===== src/rtl/sfr_multitimer.sv =====
// Per-core SFR block: ID/control registers, IRQ enables, software IRQs and TIMER_NUM prescaled timers.
// Optional watchdog (WDT_CTRL/WDT_PERIOD/WDT_KICK at F0..F8) is built when SFR_WDT_EN is defined.
module sfr_multitimer #(
  parameter logic [31:0] corenum          = 32'd0,
  parameter bit          SW_RESET_DEFAULT = 1'b0,
  parameter int          IRQ_NUM_POW      = 4,
  parameter int          TIMER_NUM        = 4,
  parameter int          PRESC_W          = 16
) (
  input  logic                      clk_i,
  input  logic                      rst_i,
  input  logic                      host_req,
  output logic                      host_ack,
  input  logic                      host_we,
  input  logic [31:0]               host_addr,
  input  logic [3:0]                host_be,
  input  logic [31:0]               host_wdata,
  output logic                      host_resp,
  output logic [31:0]               host_rdata,
  output logic                      sw_reset_o,
  output logic [2**IRQ_NUM_POW-1:0] irq_en_bo,
  output logic                      irq_timer_o,
  output logic [TIMER_NUM-1:0]      tmr_pulse_bo,
  output logic                      sgi_req_o,
  output logic [IRQ_NUM_POW-1:0]    sgi_code_bo
);

  localparam int         IRQ_W = 2**IRQ_NUM_POW;
  localparam logic [3:0] TN4   = 4'(TIMER_NUM);

  logic                   sw_reset_r, autoclr_r, sw_reset_o_r;
  logic [IRQ_W-1:0]       irq_en_r;
  logic                   sgi_req_r;
  logic [IRQ_NUM_POW-1:0] sgi_code_r;
  logic                   host_resp_r;
  logic [31:0]            host_rdata_r;
  logic [TIMER_NUM-1:0]   status_r, pulse_r;
  logic                   irq_timer_r;

  logic [2:0]             tctrl_r   [TIMER_NUM];
  logic [31:0]            tperiod_r [TIMER_NUM];
  logic [31:0]            tvalue_r  [TIMER_NUM];
  logic [PRESC_W-1:0]     tpresc_r  [TIMER_NUM];
  logic [PRESC_W-1:0]     tpcnt_r   [TIMER_NUM];

  logic                   wr_s, rd_s, tmr_hit_s, wdt_fire_s;
  logic [7:0]             addr_s;
  logic [3:0]             tsel_s;
  logic [31:0]            rdata_s;
  logic [TIMER_NUM-1:0]   ctrl_wr_s, period_wr_s, presc_wr_s, tick_s, expire_s, tirq_en_s, w1c_s;
  logic                   unused_s;

  assign wr_s      = host_req & host_we;
  assign rd_s      = host_req & ~host_we;
  assign addr_s    = host_addr[7:0];
  // Timer windows start at 0x20; addresses below wrap to 14/15 and miss.
  assign tsel_s    = addr_s[7:4] - 4'd2;
  assign tmr_hit_s = (tsel_s < TN4);
  assign w1c_s     = (wr_s && addr_s == 8'h18) ? host_wdata[TIMER_NUM-1:0] : {TIMER_NUM{1'b0}};
  assign unused_s  = ^{host_addr[31:8], host_addr[1:0], host_be};

  assign host_ack     = host_req;
  assign host_resp    = host_resp_r;
  assign host_rdata   = host_rdata_r;
  assign sw_reset_o   = sw_reset_o_r;
  assign irq_en_bo    = irq_en_r;
  assign irq_timer_o  = irq_timer_r;
  assign tmr_pulse_bo = pulse_r;
  assign sgi_req_o    = sgi_req_r;
  assign sgi_code_bo  = sgi_code_r;

  // Per-timer write strobes, tick and expiry decode
  always_comb begin
    ctrl_wr_s   = {TIMER_NUM{1'b0}};
    period_wr_s = {TIMER_NUM{1'b0}};
    presc_wr_s  = {TIMER_NUM{1'b0}};
    tick_s      = {TIMER_NUM{1'b0}};
    expire_s    = {TIMER_NUM{1'b0}};
    tirq_en_s   = {TIMER_NUM{1'b0}};
    for (int i = 0; i < TIMER_NUM; i++) begin
      ctrl_wr_s[i]   = wr_s && tmr_hit_s && (tsel_s == 4'(i)) && (addr_s[3:2] == 2'd0);
      period_wr_s[i] = wr_s && tmr_hit_s && (tsel_s == 4'(i)) && (addr_s[3:2] == 2'd1);
      presc_wr_s[i]  = wr_s && tmr_hit_s && (tsel_s == 4'(i)) && (addr_s[3:2] == 2'd3);
      tick_s[i]      = tctrl_r[i][0] && (tpcnt_r[i] == tpresc_r[i]);
      expire_s[i]    = tick_s[i] && (tvalue_r[i] == tperiod_r[i]) && !ctrl_wr_s[i];
      tirq_en_s[i]   = tctrl_r[i][2];
    end
  end

`ifdef SFR_WDT_EN
  logic        wdt_en_r, wdt_fired_r;
  logic [31:0] wdt_period_r, wcnt_r;
  logic        wdt_ctrl_wr_s, wdt_kick_s;

  assign wdt_ctrl_wr_s = wr_s && (addr_s == 8'hF0);
  assign wdt_kick_s    = wr_s && (addr_s == 8'hF8);
  assign wdt_fire_s    = wdt_en_r && !wdt_kick_s && !wdt_ctrl_wr_s && (wcnt_r == wdt_period_r);

  // Watchdog counter; a kick always wins over a same-cycle expiry
  always_ff @(posedge clk_i) begin
    if (rst_i) begin
      wdt_en_r     <= 1'b0;
      wdt_fired_r  <= 1'b0;
      wdt_period_r <= 32'd0;
      wcnt_r       <= 32'd0;
    end else begin
      if (wr_s && addr_s == 8'hF4) wdt_period_r <= host_wdata;
      if (wdt_ctrl_wr_s) begin
        wdt_en_r <= host_wdata[0];
        wcnt_r   <= 32'd0;
      end else if (wdt_kick_s) begin
        wcnt_r <= 32'd0;
      end else if (wdt_fire_s) begin
        wdt_en_r    <= 1'b0;
        wdt_fired_r <= 1'b1;
      end else if (wdt_en_r) begin
        wcnt_r <= wcnt_r + 32'd1;
      end
    end
  end
`else
  assign wdt_fire_s = 1'b0;
`endif

  // Register read mux
  always_comb begin
    rdata_s = 32'd0;
    case (addr_s)
      8'h00:   rdata_s = 32'hdeadbeef;
      8'h04:   rdata_s = {30'd0, autoclr_r, sw_reset_r};
      8'h08:   rdata_s = corenum;
      8'h0C:   rdata_s = {16'd0, 8'(TIMER_NUM), 8'(IRQ_NUM_POW)};
      8'h10:   rdata_s = 32'(irq_en_r);
      8'h14:   rdata_s = 32'(sgi_code_r);
      8'h18:   rdata_s = 32'(status_r);
`ifdef SFR_WDT_EN
      8'hF0:   rdata_s = {23'd0, wdt_fired_r, 7'd0, wdt_en_r};
      8'hF4:   rdata_s = wdt_period_r;
`endif
      default: rdata_s = 32'd0;
    endcase
    for (int i = 0; i < TIMER_NUM; i++) begin
      if (tmr_hit_s && tsel_s == 4'(i)) begin
        case (addr_s[3:2])
          2'd0:    rdata_s = {29'd0, tctrl_r[i]};
          2'd1:    rdata_s = tperiod_r[i];
          2'd2:    rdata_s = tvalue_r[i];
          2'd3:    rdata_s = 32'(tpresc_r[i]);
          default: rdata_s = 32'd0;
        endcase
      end else begin
        rdata_s = rdata_s;
      end
    end
  end

  // Control, IRQ enable, SGI and bus response registers (kept across soft reset)
  always_ff @(posedge clk_i) begin
    if (rst_i) begin
      sw_reset_r   <= SW_RESET_DEFAULT;
      autoclr_r    <= 1'b0;
      sw_reset_o_r <= 1'b1;
      irq_en_r     <= {IRQ_W{1'b0}};
      sgi_req_r    <= 1'b0;
      sgi_code_r   <= {IRQ_NUM_POW{1'b0}};
      host_resp_r  <= 1'b0;
      host_rdata_r <= 32'd0;
    end else begin
      sw_reset_o_r <= sw_reset_r;
      if (wdt_fire_s) begin
        sw_reset_r <= 1'b1;
        autoclr_r  <= 1'b1;
      end else if (wr_s && addr_s == 8'h04) begin
        sw_reset_r <= host_wdata[0];
        autoclr_r  <= host_wdata[1];
      end else if (sw_reset_r && autoclr_r) begin
        sw_reset_r <= 1'b0;
      end
      if (wr_s && addr_s == 8'h10) irq_en_r <= host_wdata[IRQ_W-1:0];
      sgi_req_r <= wr_s && (addr_s == 8'h14);
      if (wr_s && addr_s == 8'h14) sgi_code_r <= host_wdata[IRQ_NUM_POW-1:0];
      host_resp_r  <= rd_s;
      host_rdata_r <= rd_s ? rdata_s : 32'd0;
    end
  end

  // Timer prescalers, counters and config; a CTRL write overrides the timer's own update
  always_ff @(posedge clk_i) begin
    if (rst_i || sw_reset_o_r) begin
      for (int i = 0; i < TIMER_NUM; i++) begin
        tctrl_r[i]   <= 3'd0;
        tperiod_r[i] <= 32'd0;
        tvalue_r[i]  <= 32'd0;
        tpresc_r[i]  <= {PRESC_W{1'b0}};
        tpcnt_r[i]   <= {PRESC_W{1'b0}};
      end
    end else begin
      for (int i = 0; i < TIMER_NUM; i++) begin
        if (ctrl_wr_s[i]) begin
          tctrl_r[i]  <= host_wdata[2:0];
          tvalue_r[i] <= 32'd0;
          tpcnt_r[i]  <= {PRESC_W{1'b0}};
        end else if (tctrl_r[i][0]) begin
          if (tick_s[i]) begin
            tpcnt_r[i] <= {PRESC_W{1'b0}};
            if (expire_s[i]) begin
              tvalue_r[i]   <= 32'd0;
              tctrl_r[i][0] <= tctrl_r[i][1];
            end else begin
              tvalue_r[i] <= tvalue_r[i] + 32'd1;
            end
          end else begin
            tpcnt_r[i] <= tpcnt_r[i] + PRESC_W'(1'b1);
          end
        end
        if (period_wr_s[i]) tperiod_r[i] <= host_wdata;
        if (presc_wr_s[i])  tpresc_r[i]  <= host_wdata[PRESC_W-1:0];
      end
    end
  end

  // Sticky status (expiry beats W1C), expiry pulses and timer IRQ level
  always_ff @(posedge clk_i) begin
    if (rst_i || sw_reset_o_r) begin
      status_r    <= {TIMER_NUM{1'b0}};
      pulse_r     <= {TIMER_NUM{1'b0}};
      irq_timer_r <= 1'b0;
    end else begin
      status_r    <= (status_r & ~w1c_s) | expire_s;
      pulse_r     <= expire_s;
      irq_timer_r <= |(status_r & tirq_en_s);
    end
  end

endmodule


===== config.mk =====
export PLATFORM = sky130hd
export DESIGN_NAME = sfr_multitimer
export DESIGN_NICKNAME = d
export VERILOG_FILES = /design/src/rtl/sfr_multitimer.sv
export SDC_FILE = /design/constraint.sdc
export NUM_CORES = 1
export LEC_CHECK = 0
export ABC_AREA = 1
export CORE_MARGIN = 1
export CORE_UTILIZATION = 50
export CTS_BUF_LIST = sky130_fd_sc_hd__clkbuf_2
export DETAILED_ROUTE_END_ITERATION = 8
export PLACE_DENSITY = 0.68
export SYNTH_ARGS = -nofsm -noshare
export SYNTH_HDL_FRONTEND = slang
export SYNTH_SLANG_ARGS = --single-unit

===== constraint.sdc =====
create_clock -name clk_i -period 5.77 [get_ports clk_i]
set_input_delay 1.154 -clock clk_i [delete_from_list [all_inputs] [get_ports clk_i]]
set_output_delay 1.154 -clock clk_i [all_outputs]
set_load 0.05 [all_outputs]

# Word level (Yosys, flattened, before mapping)
# Memories as Yosys holds them, arrays and structs flattened.
# Index checks and enable logic that the tools add are counted.
# Widths: inputs -> output; s select.
[word_totals] ramBits=396 out_inout_bits=61 input_bits=72 mem_count=5 ff_bits=66 word_cells=320
[memory_table] memory="tperiod_r" depth=4 width=32 rd=4 rd_clocked_by_memory_dff=0 write_ports=4 line_no="41" source="logic [31:0] tperiod_r [TIMER_NUM];"
[memory_table] memory="tvalue_r" depth=4 width=32 rd=4 rd_clocked_by_memory_dff=0 write_ports=4 line_no="42" source="logic [31:0] tvalue_r [TIMER_NUM];"
[memory_table] memory="tpcnt_r" depth=4 width=16 rd=4 rd_clocked_by_memory_dff=0 write_ports=4 line_no="44" source="logic [PRESC_W-1:0] tpcnt_r [TIMER_NUM];"
[memory_table] memory="tpresc_r" depth=4 width=16 rd=4 rd_clocked_by_memory_dff=0 write_ports=4 line_no="43" source="logic [PRESC_W-1:0] tpresc_r [TIMER_NUM];"
[memory_table] memory="tctrl_r" depth=4 width=3 rd=4 rd_clocked_by_memory_dff=0 write_ports=4 line_no="40" source="logic [2:0] tctrl_r [TIMER_NUM];"
[op_classes] eq_ne=19 addsub=9 n_reduce_logical=49 n_bitwise=48 muxes=178 order_cmp=1
[op_table] cell="$mux 32" count=20
[op_table] cell="$pmux 32 s4" count=4
[op_table] cell="$mux 16" count=16
[op_table] cell="$pmux 32 s6" count=1
[op_table] cell="$mux 1" count=132
[op_table] cell="$add 32x1->32 const B" count=4
[op_table] cell="$eq 32x32->1" count=4
[op_table] cell="$add 16x1->16 const B" count=4
[op_table] cell="$eq 16x16->1" count=4
[op_table] cell="$or 1x1->1" count=40
[op_table] cell="$logic_and 1x1->1" count=38
[op_table] cell="$eq 8x5->1 const B" count=3
[op_table] cell="$mux 3" count=4
[op_table] cell="$and 4x4->4" count=2
[op_table] cell="$eq 4x2->1 const B" count=2
[op_table] cell="$eq 8x3->1 const B" count=1
[op_table] cell="$eq 8x4->1 const B" count=1
[op_table] cell="$logic_not 8->1" count=1
[op_table] cell="$eq 2x2->1 const B" count=2
[op_table] cell="$eq 4x1->1 const B" count=1
[op_table] cell="$logic_not 1->1" count=4
[op_table] cell="$logic_not 4->1" count=1
[op_table] cell="$lt 4x3->1 const B" count=1
[op_table] cell="$mux 4" count=1
[op_table] cell="other kinds (11)" count=13

# Depth between registers and ports, before layout
# Gate-level depths: netlist of run 1.
[depth] word_depth=15 ltp_mapped=15 depth_no_buf=15

# Worst setup path before layout of run 1
# Ideal clock, no wire load.
[synth_path] path_kind="input to register" start="in host_addr[5]" end="mem tperiod_r[0][0], enable pin" arrival_ns=4.641 setup_ns=0.466 path_slack_ns=0.664 path_stages=9 t_required_ns=5.304 path_buffers=1 path_cell_list="inv_1 > ha_1 > inv_1 > nand2_1 > nand3_4 > nor3_4 > clkbuf_1 > nand2_1 > o21ai_0"
[synth_lines] element="from (decl)" line_no="15" source="input logic [31:0] host_addr,"
[synth_lines] element="to (decl)" line_no="41"

# Final worst setup path of run 1
[layout_path] start="reg sgi_code_r[2], in the netlist sgi_code_bo[2]" end="out sgi_code_bo[2]"
[layout_lines] element="from (decl)" line_no="34" source="logic [IRQ_NUM_POW-1:0] sgi_code_r;"
[layout_lines] element="from (signal assigned)" line_no="165" source="sgi_code_r <= {IRQ_NUM_POW{1'b0}};"
[layout_lines] element="from (signal assigned)" line_no="181" source="if (wr_s && addr_s == 8'h14) sgi_code_r <= host_wdata[IRQ_NUM_POW-1:0];"
[layout_lines] element="to (decl)" line_no="25" source="output logic [IRQ_NUM_POW-1:0] sgi_code_bo"
# No word-level cell between the ends.

==> key figures, run 1 <==
Synth
  – Yosys cell types: 49
  – Post-synthesis cell area: 26000 um^2
  – Top cell type by total area after synthesis: edfxtp_1
  – Synth cell count leaders: 758 x nand2_1, 559 x nor2_1, 396 x edfxtp_1
  – Syn Inst Count: 3175
  – Top cells by area, synth: edfxtp_1 46%, nand2_1 11%, nor2_1 8.1%
  – Share of the synthesized area in the top cell type: 45.8%
  – Ys async rst share: 0%
  – Post-synth EDFFs: 396
  – Post-synthesis register bit count: 462
  – Main synth FF type: edfxtp_1
  – YS warnings: 0
  – Avg Cell Area, Syn: 8.18 um^2
  – Part of the Yosys area used for sequential elements: 50.9%
  – Syn nets: 3256
  – Count leader, synth: nand2_1

Clock tree
  – Post-CTS setup buffer count: 0
  – Clock Path Buffers: 3
  – Hold Buf Count CTS: 0
  – H-Tree Depth: 4
  – Root buf cell: clkbuf_2
  – CTS tree: built
  – CTS sink count: 462
  – Worst-path clk slew: 0.10 ns
  – Worst skew pair latency: 1.40 ns
  – Cts repair resizes: 0
  – Total CTS buffers: 130

Critical path
  – Slowest stage delay, CP: 0.85 ns
  – Critical Path, Cell by Cell: clkdlybuf4s50_1
  – Slowest-stage cell, CP: clkdlybuf4s50_1
  – Crit path buffers/inverters: 1
  – CP Max Fanout: 2
  – CP Class: flip-flop to output port
  – Setup crit end: sgi_code_bo[2]
  – Critical path origin: sgi_code_bo[2]
  – Setup crit start kind: flip-flop
  – Delay-heaviest family, CP: buffers and inverters
  – CP Data Required Time: 4.62 ns
  – Worst EP arrival: 2.68 ns
  – Worst R2R Path Depth: 10
  – Levels on crit path: 1
  – Crit Reg-Reg Endpoint: tvalue_r[1][27]
  – Reg2reg setup slack: 3.02 ns
  – Critical Path Sink Type: output port
  – Worst reg2reg path startpoint: tpcnt_r[1][3]

STA
  – Clk_skew: 0.0963 ns
  – Peak Freq: 0.261 GHz
  – Final WS setup: 1.94 ns
  – Minimum clock period: 3.83 ns
  – Actual slew at the worst max-slew pin: 1.11 ns
  – Final Max Slew Viols: 0
  – Rel. slew slack: 26.1%
  – Setup TNS: 0 ns
  – RSZ-0062 raised after global routing: no
  – Final setup violation count: 0
  – Period utilization: 66.4%
  – Final hold violations: 0

Routing
  – Top Layer Used: met4
  – 1st-pass router iterations: 6
  – Drt via density: 5.68
  – 1st-iter DRT viols: 2886
  – Antenna Nets Post-Route: 0
  – Drc violations: 0
  – Met1 WL: 34.5 mm
  – Routed WL per cell: 20.8 um
  – Post-Route WL: 85.6 mm
  – Met3 WL: 7.68 mm
  – Met2 wire len: 39.1 mm
  – DR vias: 23400

Global routing
  – Gr usage total: 32.4%
  – Initial antenna violation count: 2
  – GR Overflow Total: 0
  – First-pass GRT wire length: 129 mm
  – Largest net degree at the start of global routing: 70
  – Number of global-route vias before repair: 22300

Power
  – Peak VDD IR: 130 uV
  – Clk pwr share: 37.8%
  – Cell Pwr Density: 247 nW/um^2
  – Internal power: 0.00507 W
  – Logic gate share of total power: 8.6%
  – Seq pwr share: 53.6%
  – Leak: 11.3 nW
  – Switching power total: 0.00208 W
  – Sw Share: 29.1%

Floorplanning
  – Starting density of the core: 50.6%
  – Placement row count: 83
  – I/O pins: 133
  – Core box area: 51300 um^2
  – Die area: 52800 um^2
  – Die Height: 230 um
  – Die width: 230 um

Finish
  – Nets@finish: 3415
  – Area growth syn-to-layout: 11.6%
  – Register area: 13200 um^2
  – Final Cell Area: 29000 um^2
  – Multi-input logic area: 10900 um^2
  – Fillers: 4837
  – Layout cells sized above 1: 9.15%

Placed design
  – PortBufs: 104
  – Gp weighted congestion: 0.947
  – Placement Setup Slack: 1.34 ns
  – DP HPWL: 61.2 mm
  – DP Area: 27700 um^2

Run status
  – Status: finished clean

Run
  – Max cap viols: 0

Hold path
  – Min-Delay Path Class: flip-flop to flip-flop
[state kept, by name, indices dropped and copies added (netlist names), 4 cells and up]
| signal | cells |
|---|---|
| irq_en_bo | 16 |
| tmr_pulse_bo | 4 |
| tvalue_r | 128 |
| tpcnt_r | 64 |
| status_r | 4 |
| tperiod_r | 128 |
| sgi_code_bo | 4 |
| tctrl_r | 12 |
| host_rdata | 32 |
| tpresc_r | 64 |
[power groups by stage]
stage                     clock (W)  combinational (W)  sequential [W]
after CTS                   0.00272           0.000605         0.00383
after global placement            0           0.000595         0.00390
after floorplan                   0           0.000371         0.00387
final                       0.00270           0.000615         0.00383
after global routing        0.00288           0.000659         0.00385
after detailed placement          0           0.000602         0.00390
[cell type report]
cell class | count | area share, %
timing repair buffer | 141 | 4.55
tap | 680 | 2.94
clock buffer | 198 | 3.42
sequential | 462 | 45.6
inverter | 367 | 4.75
multi-input combinational | 2232 | 37.7
clock inverter | 33 | 0.989
antenna | 9 | 0.0777
[layer usage]
layer / vias to the layer above / global-route usage, %
met4: 0 / 16.4
met3: 247 / 7.69
met5: - / 0
met2: 1195 / 51.0
li1: 10900 / -
met1: 11100 / 41.5
[worst min-delay path by stage]
stage                       start             end  slack [ns]  cells after the start
finish                status_r[0]     status_r[0]        0.50                      2
detailed placement    status_r[0]     status_r[0]        0.47                      2
global route        host_wdata[3]  sgi_code_bo[3]        0.50                      3
global placement      status_r[1]     status_r[1]        0.46                      2
floorplan              sw_reset_r      sw_reset_o        0.44                      1
CTS                 host_wdata[3]  sgi_code_bo[3]        0.47                      3
[through the flow]
stage	hold WS, ns	util [%]	total power [W]	instances
after floorplan	0.442	-	0.00425	3175
after detailed placement	0.474	53.9	0.00451	3882
final	0.497	56.5	0.00714	4122
after global placement	0.461	53.9	0.00449	3882
after global routing	0.497	56.5	0.00739	4117
after CTS	0.472	56.4	0.00716	4113
[cells in the final DEF, fill, tap and decap left out, types with 37 or more instances in the layout]
master,Yosys,layout
nor3_1,104,103
clkdlybuf4s50_1,0,104
a21oi_1,106,106
edfxtp_1,396,396
nand3_1,129,129
dfxtp_1,66,66
nand2_1,758,756
xor2_1,85,85
xnor2_1,80,80
buf_4,7,37
nand4_1,92,92
inv_1,348,348
clkbuf_2,5,198
o21ai_0,90,82
nor2_1,559,556
o22ai_1,55,55
[cells by family after synthesis]
logic type / after synthesis / share of synthesized area [%]
simple gates: 1742 / 28.8
buf+inv: 481 / 7.31
flops: 462 / 50.9
compound gates: 316 / 7.01
xor+xnor: 165 / 5.57
fa+ha+maj: 9 / 0.434
Power figures use the tool's default switching activity.
==> run 2, diff against run 1 <==
==> constraint.sdc (replaced) <==
create_clock -name clk_i -period 3.9 [get_ports clk_i]
set_input_delay 0.78 -clock clk_i [delete_from_list [all_inputs] [get_ports clk_i]]
set_output_delay 0.78 -clock clk_i [all_outputs]
set_load 0.05 [all_outputs]
==> run 2 against run 1 <==
  * First-iteration DRC count decreased by 17%
  * Power grew 40%
  * Combinational power grew 50%
  * Global-route usage fell by 0.56 points
==> key figures, run 2 (synthesized netlist as in run 1, its figures left out) <==
Run status
  – Status: finished clean

Clock tree
  – Worst-path clk slew: 0.10 ns (about the same)
  – H-Tree Depth: 3 (-1)
  – Total CTS buffers: 121 (-6.9%)
  – Post-CTS setup buffer count: 0 (unchanged)
  – Worst skew pair latency: 1.19 ns (-0.21 ns)
  – Cts repair resizes: 0 (unchanged)
  – Hold Buf Count CTS: 0 (unchanged)
  – CTS sink count: 462 (unchanged)
  – Root buf cell: clkbuf_2
  – Clock Path Buffers: 3 (unchanged)
  – CTS tree: built

Routing
  – Post-Route WL: 84.2 mm (-1.6%)
  – Routed WL per cell: 20.4 um (-1.8%)
  – Drc violations: 0 (unchanged)
  – Antenna Nets Post-Route: 0 (unchanged)
  – 1st-iter DRT viols: 2388 (-17%)
  – Drt via density: 5.64 (-0.69%)
  – DR vias: 23300 (-0.50%)
  – 1st-pass router iterations: 7 (+1)

Critical path
  – Crit path buffers/inverters: 1 (unchanged)
  – Setup crit start kind: flip-flop
  – Worst reg2reg path startpoint: tvalue_r[1][0]
  – Slowest stage delay, CP: 0.86 ns (about the same)
  – Critical Path, Cell by Cell: clkdlybuf4s50_1
  – Reg2reg setup slack: 1.29 ns (-1.73 ns)
  – Worst R2R Path Depth: 10 (unchanged)
  – Crit Reg-Reg Endpoint: tvalue_r[1][28]
  – Slowest-stage cell, CP: clkdlybuf4s50_1
  – CP Class: flip-flop to output port
  – Worst EP arrival: 2.52 ns (-0.16 ns)
  – CP Data Required Time: 3.12 ns (-1.50 ns)
  – Delay-heaviest family, CP: buffers and inverters
  – Critical Path Sink Type: output port
  – CP Max Fanout: 1 (-1)

Power
  – Peak VDD IR: 238 uV (+83%)
  – Leak: 11.3 nW (+0.15%)
  – Cell Pwr Density: 343 nW/um^2 (+39%)
  – Tot Pwr: 0.00998 W (+40%)

STA
  – Final hold violations: 0 (unchanged)
  – Final Max Slew Viols: 0 (unchanged)
  – Minimum clock period: 3.30 ns
  – RSZ-0062 raised after global routing: no
  – Rel. slew slack: 36.6% (+11 points)
  – Clk_skew: 0.0845 ns (-0.0119 ns)
  – Peak Freq: 0.303 GHz
  – Period utilization: 84.7%
  – Final setup violation count: 0 (unchanged)
  – Actual slew at the worst max-slew pin: 0.945 ns (-0.163 ns)
  – Setup TNS: 0 ns (unchanged)

Placed design
  – PortBufs: 104 (unchanged)
  – Gp weighted congestion: 0.941 (-0.57%)
  – DP Area: 28000 um^2 (+1.1%)
  – DP HPWL: 61.7 mm (+0.90%)

Floorplanning
  – Die Height: 230 um (unchanged)
  – Starting density of the core: 50.6% (unchanged)
  – Die area: 52800 um^2 (unchanged)
  – Core box area: 51300 um^2 (unchanged)
  – I/O pins: 133 (unchanged)
  – Placement row count: 83 (unchanged)
  – Die width: 230 um (unchanged)

Finish
  – Commonest non-fill, non-tap cell in the layout: nand2_1
  – Layout cells sized above 1: 9.05% (-0.10 points)
  – Biggest regs: tperiod_r (128), tvalue_r (128)
  – Nets@finish: 3428 (+0.38%)
  – Area growth syn-to-layout: 11.9%
  – Final Cell Area: 29100 um^2 (+0.29%)
  – Most frequent cells in the layout: 756 x nand2_1, 556 x nor2_1, 396 x edfxtp_1

Hold path
  – Min-Delay Path Class: input port to flip-flop
  – Hold depth: 2 (unchanged)
  – Hold Path End: host_resp
  – Worst hold start: host_we

Run
  – Max cap viols: 0 (unchanged)

Global routing
  – Initial antenna violation count: 2 (unchanged)
  – First-pass GRT wire length: 128 mm (-1.0%)
  – Largest net degree at the start of global routing: 70 (unchanged)
  – Number of global-route vias before repair: 22200 (-0.63%)
  – Gr usage total: 31.8% (-0.56 points)
  – GR Overflow Total: 0 (unchanged)
-- run 2: changes by cell type in the layout (fill, tap and decap cells not counted), sizes merged --
cell | previous run | this run
buf | 37 | 59
bufinv | 6 | 0
clkbuf | 198 | 179
clkinv | 38 | 57
clkinvlp | 0 | 1
diode | 9 | 1
inv | 356 | 355
-- run 2: routing by layer --
layer  track usage [%]  routed length [um]  vias up
li1                  -                   -    11000
met1              42.1               34300    10900
met2              50.3               38300     1209
met3              5.08                7310      222
met4              16.6                4350        0
met5                 0                   0        -
-- run 2: report_power, final --
| part | leakage (nW) | switching [W] | internal, W |
|---|---|---|---|
| clock network | 0.834 | 0.00214 | 0.00124 |
| logic | 5.45 | 0.000636 | 0.000288 |
| registers | 5.03 | 0.000177 | 0.00549 |
-- run 2: metrics by stage --
stage	hold slack [ns]	utilization, %	std cells	setup slack [ns]
2_1_floorplan	0.442	-	3175	0.0290
3_3_place_gp	0.458	54.5	3904	0.416
3_5_place_dp	0.476	54.5	3904	0.339
4_1_cts	0.0600	56.6	4129	0.519
5_1_grt	0.111	56.6	4130	0.509
6_report	0.179	56.6	4130	0.598
-- run 2: cell type report --
type / instances / area, um^2
fillers: 4744 / 22200
flip-flops and latches: 462 / 13200
multi-input cells: 2232 / 10900
repair buffers: 163 / 1620
inverters: 367 / 1380
clock buffers: 179 / 896
well taps: 680 / 851
clock inverters: 46 / 186
diodes: 1 / 2.50
-- run 2: worst max path at each step --
stage / startpoint / endpoint / slack [ns] / cells after the start
after global placement: host_addr[5] / tvalue_r[3][30] / 0.42 / 14
final: host_rdata[0] / host_rdata[0] / 0.60 / 1
after global routing: host_rdata[2] / host_rdata[2] / 0.51 / 1
after detailed placement: host_addr[5] / tvalue_r[3][30] / 0.34 / 14
after CTS: host_rdata[2] / host_rdata[2] / 0.52 / 1
after floorplan: host_addr[5] / tperiod_r[0][0] / 0.03 / 9
